### config.mk
export PLATFORM = sky130hd
export DESIGN_NAME = uart_rx_frame_check_flat
export DESIGN_NICKNAME = d
export VERILOG_FILES = /design/src/rtl/uart_rx_frame_check_if.sv /design/src/rtl/uart_rx_frame_check.sv /design/src/flat_wrapper.sv
export SDC_FILE = /design/constraint.sdc
export NUM_CORES = 1
export LEC_CHECK = 0
export ABC_AREA = 1
export BUFFER_PORTS_ARGS = -buffer_cell sky130_fd_sc_hd__buf_4
export CAP_MARGIN = 20
export CORE_ASPECT_RATIO = 1.5
export CORE_MARGIN = 2
export CORE_UTILIZATION = 55
export CTS_CLUSTER_DIAMETER = 30
export CTS_CLUSTER_SIZE = 24
export DETAILED_ROUTE_END_ITERATION = 8
export PLACE_DENSITY = 0.76
export RECOVER_POWER = 100
export SLEW_MARGIN = 10
export SYNTH_ARGS = -nofsm -noshare
export SYNTH_HDL_FRONTEND = slang
export SYNTH_SLANG_ARGS = --single-unit
### constraint.sdc
create_clock -name CLK -period 1.9 [get_ports CLK]
set_clock_uncertainty 0.05 [all_clocks]
set_input_delay 0.19 -clock CLK [delete_from_list [all_inputs] [get_ports CLK]]
set_output_delay 0.19 -clock CLK [all_outputs]
set_load 0.1 [all_outputs]
### src/rtl/uart_rx_frame_check_if.sv
// RX sampler <-> frame checker bundle: bit strobes in, completed frame and error flags out.
`timescale 1ns/1ps
interface uart_rx_frame_check_if #(
  parameter int DATA_WIDTH = 8
) ();
  logic                  frame_start;
  logic                  valid;
  logic                  sampled_bit;
  logic [DATA_WIDTH-1:0] data_out;
  logic                  data_valid;
  logic                  par_err;
  logic                  stp_err;
  logic                  busy;

  modport master (
    output frame_start, valid, sampled_bit,
    input  data_out, data_valid, par_err, stp_err, busy
  );

  modport slave (
    input  frame_start, valid, sampled_bit,
    output data_out, data_valid, par_err, stp_err, busy
  );
endinterface

### src/rtl/uart_rx_frame_check.sv
// UART RX frame checker: LSB-first deserialiser with serial parity (even/odd/mark/space) and 1/2 stop checks.
// Optional saturating error counters are built when UART_RX_ERR_CNT_EN is defined.
`timescale 1ns/1ps
module uart_rx_frame_check #(
  parameter int DATA_WIDTH = 8
`ifdef UART_RX_ERR_CNT_EN
  , parameter int CNT_WIDTH = 8
`endif
) (
  input  logic                 CLK,
  input  logic                 RST,
  input  logic                 PAR_EN,
  input  logic [1:0]           PAR_TYP,
  input  logic                 STP2,
`ifdef UART_RX_ERR_CNT_EN
  input  logic                 cnt_clr,
  output logic [CNT_WIDTH-1:0] par_err_cnt,
  output logic [CNT_WIDTH-1:0] stp_err_cnt,
`endif
  uart_rx_frame_check_if.slave rx
);

  localparam int BCW = $clog2(DATA_WIDTH);

  typedef enum logic [2:0] {IDLE, DATA, PARITY, STOP1, STOP2} state_e;

  state_e                state_q, state_d;
  logic [DATA_WIDTH-1:0] shreg_q, shreg_d;
  logic [BCW-1:0]        bitcnt_q, bitcnt_d;
  logic                  par_acc_q, par_acc_d;
  logic                  par_en_q, par_en_d;
  logic [1:0]            par_typ_q, par_typ_d;
  logic                  stp2_q, stp2_d;
  logic [DATA_WIDTH-1:0] data_out_q, data_out_d;
  logic                  data_valid_q, data_valid_d;
  logic                  par_err_q, par_err_d;
  logic                  stp_err_q, stp_err_d;
  logic                  busy_q, busy_d;
  logic                  done;
  logic                  exp_par;

  always_comb begin
    exp_par = par_acc_q;
    case (par_typ_q)
      2'b00:   exp_par = par_acc_q;
      2'b01:   exp_par = ~par_acc_q;
      2'b10:   exp_par = 1'b1;
      default: exp_par = 1'b0;
    endcase
  end

  always_comb begin
    state_d      = state_q;
    shreg_d      = shreg_q;
    bitcnt_d     = bitcnt_q;
    par_acc_d    = par_acc_q;
    par_en_d     = par_en_q;
    par_typ_d    = par_typ_q;
    stp2_d       = stp2_q;
    data_out_d   = data_out_q;
    data_valid_d = 1'b0;
    par_err_d    = par_err_q;
    stp_err_d    = stp_err_q;
    done         = 1'b0;
    // frame_start aborts anything in flight and swallows a coincident strobe
    if (rx.frame_start) begin
      par_en_d  = PAR_EN;
      par_typ_d = PAR_TYP;
      stp2_d    = STP2;
      bitcnt_d  = '0;
      par_acc_d = 1'b0;
      par_err_d = 1'b0;
      stp_err_d = 1'b0;
      state_d   = DATA;
    end else if (rx.valid) begin
      case (state_q)
        DATA: begin
          shreg_d   = {rx.sampled_bit, shreg_q[DATA_WIDTH-1:1]};
          par_acc_d = par_acc_q ^ rx.sampled_bit;
          bitcnt_d  = bitcnt_q + 1'b1;
          if (bitcnt_q == BCW'(DATA_WIDTH-1)) state_d = par_en_q ? PARITY : STOP1;
        end
        PARITY: begin
          par_err_d = (rx.sampled_bit != exp_par);
          state_d   = STOP1;
        end
        STOP1: begin
          stp_err_d = ~rx.sampled_bit;
          if (stp2_q) state_d = STOP2;
          else        done    = 1'b1;
        end
        STOP2: begin
          stp_err_d = stp_err_q | ~rx.sampled_bit;
          done      = 1'b1;
        end
        default: ;
      endcase
    end
    if (done) begin
      data_out_d   = shreg_q;
      data_valid_d = 1'b1;
      state_d      = IDLE;
    end
    busy_d = (state_d != IDLE);
  end

  always_ff @(posedge CLK or negedge RST) begin
    if (!RST) begin
      state_q      <= IDLE;
      shreg_q      <= '0;
      bitcnt_q     <= '0;
      par_acc_q    <= 1'b0;
      par_en_q     <= 1'b0;
      par_typ_q    <= 2'b00;
      stp2_q       <= 1'b0;
      data_out_q   <= '0;
      data_valid_q <= 1'b0;
      par_err_q    <= 1'b0;
      stp_err_q    <= 1'b0;
      busy_q       <= 1'b0;
    end else begin
      state_q      <= state_d;
      shreg_q      <= shreg_d;
      bitcnt_q     <= bitcnt_d;
      par_acc_q    <= par_acc_d;
      par_en_q     <= par_en_d;
      par_typ_q    <= par_typ_d;
      stp2_q       <= stp2_d;
      data_out_q   <= data_out_d;
      data_valid_q <= data_valid_d;
      par_err_q    <= par_err_d;
      stp_err_q    <= stp_err_d;
      busy_q       <= busy_d;
    end
  end

  assign rx.data_out   = data_out_q;
  assign rx.data_valid = data_valid_q;
  assign rx.par_err    = par_err_q;
  assign rx.stp_err    = stp_err_q;
  assign rx.busy       = busy_q;

`ifdef UART_RX_ERR_CNT_EN
  logic [CNT_WIDTH-1:0] par_cnt_q, par_cnt_d;
  logic [CNT_WIDTH-1:0] stp_cnt_q, stp_cnt_d;

  // counters move on the same edge that raises data_valid, so they are current during the pulse
  always_comb begin
    par_cnt_d = par_cnt_q;
    stp_cnt_d = stp_cnt_q;
    if (cnt_clr) begin
      par_cnt_d = '0;
      stp_cnt_d = '0;
    end else if (done) begin
      if (par_err_d && (par_cnt_q != '1)) par_cnt_d = par_cnt_q + 1'b1;
      if (stp_err_d && (stp_cnt_q != '1)) stp_cnt_d = stp_cnt_q + 1'b1;
    end
  end

  always_ff @(posedge CLK or negedge RST) begin
    if (!RST) begin
      par_cnt_q <= '0;
      stp_cnt_q <= '0;
    end else begin
      par_cnt_q <= par_cnt_d;
      stp_cnt_q <= stp_cnt_d;
    end
  end

  assign par_err_cnt = par_cnt_q;
  assign stp_err_cnt = stp_cnt_q;
`endif

endmodule

### src/flat_wrapper.sv
// flat-port wrapper written by rule: the top's interface ports become plain ports
module uart_rx_frame_check_flat 
#(
  parameter int DATA_WIDTH = 8

)
  (CLK, RST, PAR_EN, PAR_TYP, STP2, rx_frame_start, rx_valid, rx_sampled_bit, rx_data_out, rx_data_valid, rx_par_err, rx_stp_err, rx_busy);
  uart_rx_frame_check_if #(.DATA_WIDTH(DATA_WIDTH)) rx_i ();
  input  logic CLK;
  input  logic RST;
  input  logic PAR_EN;
  input  logic [1:0] PAR_TYP;
  input  logic STP2;
  input wire logic [$bits(rx_i.frame_start)-1:0] rx_frame_start;
  input wire logic [$bits(rx_i.valid)-1:0] rx_valid;
  input wire logic [$bits(rx_i.sampled_bit)-1:0] rx_sampled_bit;
  output wire logic [$bits(rx_i.data_out)-1:0] rx_data_out;
  output wire logic [$bits(rx_i.data_valid)-1:0] rx_data_valid;
  output wire logic [$bits(rx_i.par_err)-1:0] rx_par_err;
  output wire logic [$bits(rx_i.stp_err)-1:0] rx_stp_err;
  output wire logic [$bits(rx_i.busy)-1:0] rx_busy;
  assign rx_i.frame_start = rx_frame_start;
  assign rx_i.valid = rx_valid;
  assign rx_i.sampled_bit = rx_sampled_bit;
  assign rx_data_out = rx_i.data_out;
  assign rx_data_valid = rx_i.data_valid;
  assign rx_par_err = rx_i.par_err;
  assign rx_stp_err = rx_i.stp_err;
  assign rx_busy = rx_i.busy;
  uart_rx_frame_check #(.DATA_WIDTH(DATA_WIDTH)) u_core (.CLK(CLK), .RST(RST), .PAR_EN(PAR_EN), .PAR_TYP(PAR_TYP), .STP2(STP2), .rx(rx_i));
endmodule
==> results of run 1 <==
state kept, by name, summed over array words and instances (netlist names):
name	count
u_core.state_q	3
u_core.par_acc_q	1
u_core.rx.data_valid	1
u_core.rx.par_err	1
u_core.shreg_q	8
u_core.rx.data_out	8
u_core.rx.busy	1
u_core.bitcnt_q	3
u_core.stp2_q	1
u_core.rx.stp_err	1
u_core.par_en_q	1
u_core.par_typ_q	2
timing repair:
action                                 in CTS  in global routing
hold buffers                                3                  0
setup endpoints to repair                   0                  0
resized for setup                           0                  0
endpoints found under the hold margin      33                  0
final timing paths:
check	from	to	slack (ns)	cells past startpoint
max	u_core.state_q[2]	u_core.par_acc_q	0.36	7
min	PAR_EN	u_core.par_en_q	0.02	3
max reg2reg	u_core.state_q[2]	u_core.par_acc_q	0.36	7
min reg2reg	u_core.bitcnt_q[0]	u_core.bitcnt_q[0]	0.43	1
max in group asynchronous	RST	u_core.state_q[1]	0.92	2
min in group asynchronous	RST	u_core.par_typ_q[1]	0.40	2
metrics by stage:
stage | instances | instance area, µm² | hold WS [ns]
after floorplan | 157 | 1410 | -0.156
after global placement | 198 | 1570 | 0.0883
after detailed placement | 198 | 1570 | 0.0942
after CTS | 209 | 1650 | 0.00713
after global routing | 209 | 1580 | 0.0128
final | 209 | 1580 | 0.0166
metal layers:
layer  vias up  share of wire, %
li1        552                 -
met3         7               3.5
met1       533                43
met2        20                51
met4         0               2.9
met5         -                 0
cell families after synthesis:
group | Yosys count
AOI/OAI and AO/OA | 30
DFF | 31
adders and majority gates | 2
buffers and inverters | 29
xor gates and xnor gates | 1
and+or+nand+nor | 64
cell usage in the layout (no fill, tap or decap), types with 2 or more instances in the layout:
| cell type | n |
|---|---|
| nand2_1 | 42 |
| dfrtp_1 | 31 |
| inv_1 | 23 |
| o21ai_0 | 18 |
| clkbuf_2 | 13 |
| nand3_1 | 11 |
| clkbuf_4 | 7 |
| buf_4 | 5 |
| nand2_2 | 4 |
| a21oi_1 | 4 |
| nor2_1 | 4 |
| o21ai_1 | 3 |
| dlygate4sd3_1 | 3 |
| inv_2 | 2 |
| a22o_1 | 2 |
| ha_1 | 2 |
| clkbuf_1 | 2 |
worst min-delay path, stage by stage:
cell and delay, ns:
buf_4 0.08, nand2_1 0.04, nand2_1 0.06
power by group:
| part | total [mW] | internal, mW | switching [mW] |
|---|---|---|---|
| clock network | 0.359 | 0.144 | 0.215 |
| registers | 0.932 | 0.833 | 0.0993 |
| logic | 0.893 | 0.177 | 0.716 |
Yosys cell counts, drive strengths merged:
cell	number	area share, %
nand2	46	13
xnor2	1	0.62
a21oi	4	1.4
dfrtp	31	55
buf	3	1.9
clkinv	1	0.27
nand3	12	5.0
o21ai	22	9.6
o211ai	1	0.53
a31oi	1	0.44
inv	25	6.6
nand3b	1	0.53
ha	2	1.8
nor2	5	1.9
a22o	2	1.2
final cells by class:
class	instances	area, µm²	area share [%]
flip-flops and latches	31	776	49.1
multi-input cells	97	480	30.4
repair buffers	23	148	9.34
inverters	26	97.6	6.17
clock buffers	7	45.0	2.85
well taps	24	30.0	1.90
clock inverters	1	5.00	0.316
==> summary.md, run 1 <==
| Metric | Value |
|---|---|
| Setup TNS | 0 ns |
| Vias | 1112 |
| Status | finished clean |
| CP Buf/Inv Count | 2 |
| Combinational family with the most area after synthesis | simple AND/OR/NAND/NOR gates |
| Met2 Use GR | 36.3% |
| GRT busiest layer | met2 |
| Num CTS Buffers | 5 |
| Setup WS pre-CTS | 0.431 ns |
| Clock-pin slew on the worst setup and hold paths | 0.10 ns |
| Req. time, crit path | 2.11 ns |
| Utilization after layout | 64.6% |
| Final hold vios | 0 |
| Height of the die | 66.1 µm |
| Crit. End Element | flip-flop |
| Met1 Use GR | 25.7% |
| Max-slew violations | 0 |
| H-tree Lvls | 2 |
| Clock Path Buffers | 2 |
| Layout fillers | 223 |
| Worst-path maximum fanout | 15 |
| Slew @ Worst Pin | 0.753 ns |
| Met3 global-route usage | 6.28% |
| Routed WL per cell | 12.7 µm |
| Flops & latches, synth | 31 |
| Post-synthesis sequential area ratio | 54.9% |
| Syn. warnings | 0 |
| Worst vdd ir | 852 µV |
| Slew headroom | 49.8% |
| Core Footprint | 2450 µm² |
| Period minus WS final | 1.54 ns |
| Total power | 2.18 mW |
| Worst setup SP type | flip-flop |
| Synth cell types | 24 |
| Initial DRT Pass Iterations | 4 |
| Latest clock arrival within the worst-skew pair | 0.33 ns |
| RSZ-0062 raised after global routing | false |
| F_max | 0.647 GHz |
| Xor and xnor area share after synthesis | 0.619% |
| HPWL Detailed | 1900 µm |
| Die width | 45.4 µm |
| Hold Crit Class | in2reg |
| Synth Area in Simple Gates | 20.6% |
| IO Port Bufs | 20 |
| # IOs | 21 |
| Total wire length | 2650 µm |
| Max stage delay on crit path | 0.41 ns |
| Period utilization | 81.3% |
| Worst path slowest cell | dfrtp_1 |
| DR iter-0 viols | 23 |
| Setup Viol. Count Final | 0 |
| Sink Count | 31 |
| Share of cells above drive strength 1 | 18.9% |
| # Post-CTS Setup Buffers | 0 |
| P&R area growth vs syn | 11.9% |
| Crit path DAT | 1.76 ns |
| Antenna Cells | 0 |
| Post-synthesis cell area | 1410 µm² |
| Routed vias/inst | 5.32 |
| Synth Area in Compound Gates | 13.3% |
| Top Family by Delay on Critical Path | simple AND/OR/NAND/NOR gates |
| Post-Syn Area per Cell | 9.01 µm² |
| DRT antenna net count | 0 |
| First-pass GRT wire length | 4870 µm |
| Grt ovf | 0 |
| CTS tree | built |
| Leakage Power | 0.860 nW |
| Synth Instances | 157 |
| DRC Markers | 0 |
| Clock Tree Root | clkbuf_4 |
| Die area | 3000 µm² |
| Vias in the first global route | 1159 |
| Post-synthesis mux area share | 0% |
| Routability cong. | 0.870 |
| Worst Path Class, Setup | reg2reg |
| Setup slack after layout | 0.355 ns |
| Nets | 195 |
| Total Routing Usage GR | 22.2% |
| Syn Nets | 168 |
| Largest net degree at the start of global routing | 32 |
| Initial antenna violation count | 0 |
| Power density cells | 1380 nW/µm² |
| Num rows | 22 |
| CP Cell Sequence | inv_1 -> nand2_1 -> nor2_4 -> nand2_2 -> inv_1 -> nand2_1 -> o21ai_0 |
| Post-synthesis adder-cell area fraction | 1.77% |
| Max Cap Viol | 0 |
| Initial Util | 57.7% |
Power figures use the tool's default switching activity.
==> inputs of run 2 (changes only) <==
==> constraint.sdc (replaced) <==
create_clock -name CLK -period 1.55 [get_ports CLK]
set_clock_uncertainty 0.05 [all_clocks]
set_input_delay 0.155 -clock CLK [delete_from_list [all_inputs] [get_ports CLK]]
set_output_delay 0.155 -clock CLK [all_outputs]
set_load 0.1 [all_outputs]
==> summary.md, run 2 (synthesized netlist as in run 1, its figures left out) <==
| Metric | Value |
|---|---|
| Nets | 198 (was 195) |
| Initial DRT Pass Iterations | 4 (unchanged) |
| Core Footprint | 2450 µm² (unchanged) |
| Final hold vios | 0 (unchanged) |
| Max Cap Viol | 0 (unchanged) |
| Period minus WS final | 1.48 ns (was 1.54 ns) |
| Clock Tree Root | clkbuf_4 (unchanged) |
| Max stage delay on crit path | 0.40 ns (was 0.41 ns) |
| Num CTS Buffers | 5 (unchanged) |
| Max-slew violations | 0 (unchanged) |
| DP Cell Count | 199 (was 198) |
| Slew @ Worst Pin | 0.739 ns (was 0.753 ns) |
| Finished Layout Cells | 212 (was 209) |
| DR iter-0 viols | 26 (was 23) |
| Commonest cells after routing, fill and taps aside | nand2_1, dfrtp_1, inv_1 (unchanged) |
| CP Buf/Inv Count | 1 (was 2) |
| Setup TNS | 0 ns (unchanged) |
| F_max | 0.677 GHz (was 0.647 GHz) |
| HPWL Detailed | 1880 µm (was 1900 µm) |
| Latest clock arrival within the worst-skew pair | 0.33 ns (about the same) |
| Routed vias/inst | 5.33 (was 5.32) |
| Vias | 1131 (was 1112) |
| Die area | 3000 µm² (unchanged) |
| DRT antenna net count | 0 (unchanged) |
| Num rows | 22 (unchanged) |
| Power density cells | 1700 nW/µm² (was 1380 nW/µm²) |
| Worst path most repeated cell | nand2_1 |
| Status | finished clean (unchanged) |
| Initial antenna violation count | 0 (unchanged) |
| Clock-pin slew on the worst setup and hold paths | 0.10 ns (about the same) |
| FF/Latch Area | 776 µm² (unchanged) |
| # Post-CTS Setup Buffers | 0 (unchanged) |
| Worst Path Class, Setup | reg2reg (unchanged) |
| First-pass GRT wire length | 4730 µm (was 4870 µm) |
| Die width | 45.4 µm (unchanged) |
| Vias in the first global route | 1133 (was 1159) |
| Hold Crit Class | in2reg (unchanged) |
| Layout fillers | 211 (was 223) |
| Grt ovf | 0 (unchanged) |
| Total wire length | 2740 µm (was 2650 µm) |
| Commonest non-fill, non-tap cell in the layout | nand2_1 (unchanged) |
| Clock Path Buffers | 2 (unchanged) |
| CP Cell Sequence | ha_2 -> ha_4 -> nand2_1 -> inv_1 -> nor2_1 -> nand2_1 -> nand3_1 -> nand2_1 -> nand2_1 -> nand2_1 -> nand3_1 (was inv_1 -> nand2_1 -> nor2_4 -> nand2_2 -> inv_1 -> nand2_1 -> o21ai_0) |
| Antenna Cells | 0 (unchanged) |
| Routed WL per cell | 12.9 µm (was 12.7 µm) |
| Period utilization | 95.4% (was 81.3%) |
| Slew headroom | 50.7% (was 49.8%) |
| P&R area growth vs syn | 16.7% (was 11.9%) |
| Total Routing Usage GR | 21.8% (was 22.2%) |
| Worst vdd ir | 1230 µV (was 852 µV) |
| Worst-path maximum fanout | 3 (was 15) |
| IO Port Bufs | 20 (unchanged) |
| # IOs | 21 (unchanged) |
| Leakage Power | 0.887 nW (was 0.860 nW) |
| Height of the die | 66.1 µm (unchanged) |
| Area of the multi-input gates | 503 µm² (was 480 µm²) |
| Utilization after layout | 67.4% (was 64.6%) |
| Setup Viol. Count Final | 0 (unchanged) |
| Worst setup SP type | flip-flop (unchanged) |
| Worst path slowest cell | dfrtp_1 (unchanged) |
| CTS tree | built (unchanged) |
| Routability cong. | 0.877 (was 0.870) |
| Largest net degree at the start of global routing | 32 (unchanged) |
| Initial Util | 57.7% (unchanged) |
| H-tree Lvls | 2 (unchanged) |
| Crit. End Element | flip-flop (unchanged) |
| Req. time, crit path | 1.77 ns (was 2.11 ns) |
| Crit path DAT | 1.69 ns (was 1.76 ns) |
| Share of cells above drive strength 1 | 21.8% (was 18.9%) |
| Top Family by Delay on Critical Path | simple AND/OR/NAND/NOR gates (unchanged) |
| DRC Markers | 0 (unchanged) |
| Sink Count | 31 (unchanged) |
-- run 2: cell types whose count changed in the layout (fill, tap and decap cells not counted), moves of 2 or more --
| cell | change |
|---|---|
| clkbuf_4 | +3 |
| clkbuf_8 | +2 |
| buf_4 | -2 |
| o21ai_0 | -5 |
| ha_1 | -2 |
| dlygate4sd3_1 | +2 |
| o21ai_1 | +5 |
-- run 2: where the power goes --
part / internal [mW] / switching, mW / total (mW)
sequential: 1.02 / 0.131 / 1.15
clock: 0.267 / 0.268 / 0.534
combinational: 0.232 / 0.889 / 1.12
-- run 2: what timing repair did --
action,4_1_cts,5_1_grt
hold endpoints to repair,35,0
hold buffers,5,0
gates resized for setup,0,4
setup endpoints to repair,0,2
-- run 2: layout make-up --
class | instances | share of cell area [%]
clock buffers | 8 | 4.17
repair buffers | 26 | 10.6
flip-flops and latches | 31 | 47.0
inverters | 26 | 5.91
well taps | 24 | 1.82
multi-input cells | 97 | 30.5
-- run 2: worst paths after layout --
check                                    from  slack, ns  depth (start not counted)                    end
min reg2reg                u_core.bitcnt_q[0]       0.43                          1     u_core.bitcnt_q[0]
min in group asynchronous                 RST       0.37                          2    u_core.par_typ_q[1]
max reg2reg                u_core.bitcnt_q[1]       0.07                         11         u_core.rx.busy
min                            rx_frame_start       0.05                          2    u_core.par_typ_q[1]
max                        u_core.bitcnt_q[1]       0.07                         11         u_core.rx.busy
max in group asynchronous                 RST       0.60                          2  u_core.rx.data_out[2]
-- run 2: per-layer routing --
layer / up-vias / global-route usage [%] / routed length [µm]
met1: 535 / 25.6 / 1130
met2: 31 / 35.2 / 1410
li1: 555 / - / -
met5: - / 0 / 0
met3: 10 / 5.74 / 111
met4: 0 / 11.0 / 80
-- run 2: stage by stage --
step / hold slack [ns] / total power, mW / instance area [µm²] / setup WS, ns
floorplan: -0.191 / 2.10 / 1410 / 0.143
global placement: 0.0512 / 2.34 / 1570 / 0.139
detailed placement: 0.0585 / 2.38 / 1570 / 0.102
CTS: 0.0424 / 2.93 / 1690 / 0.0851
global route: 0.0487 / 2.98 / 1650 / -0.0771
finish: 0.0501 / 2.81 / 1650 / 0.0719
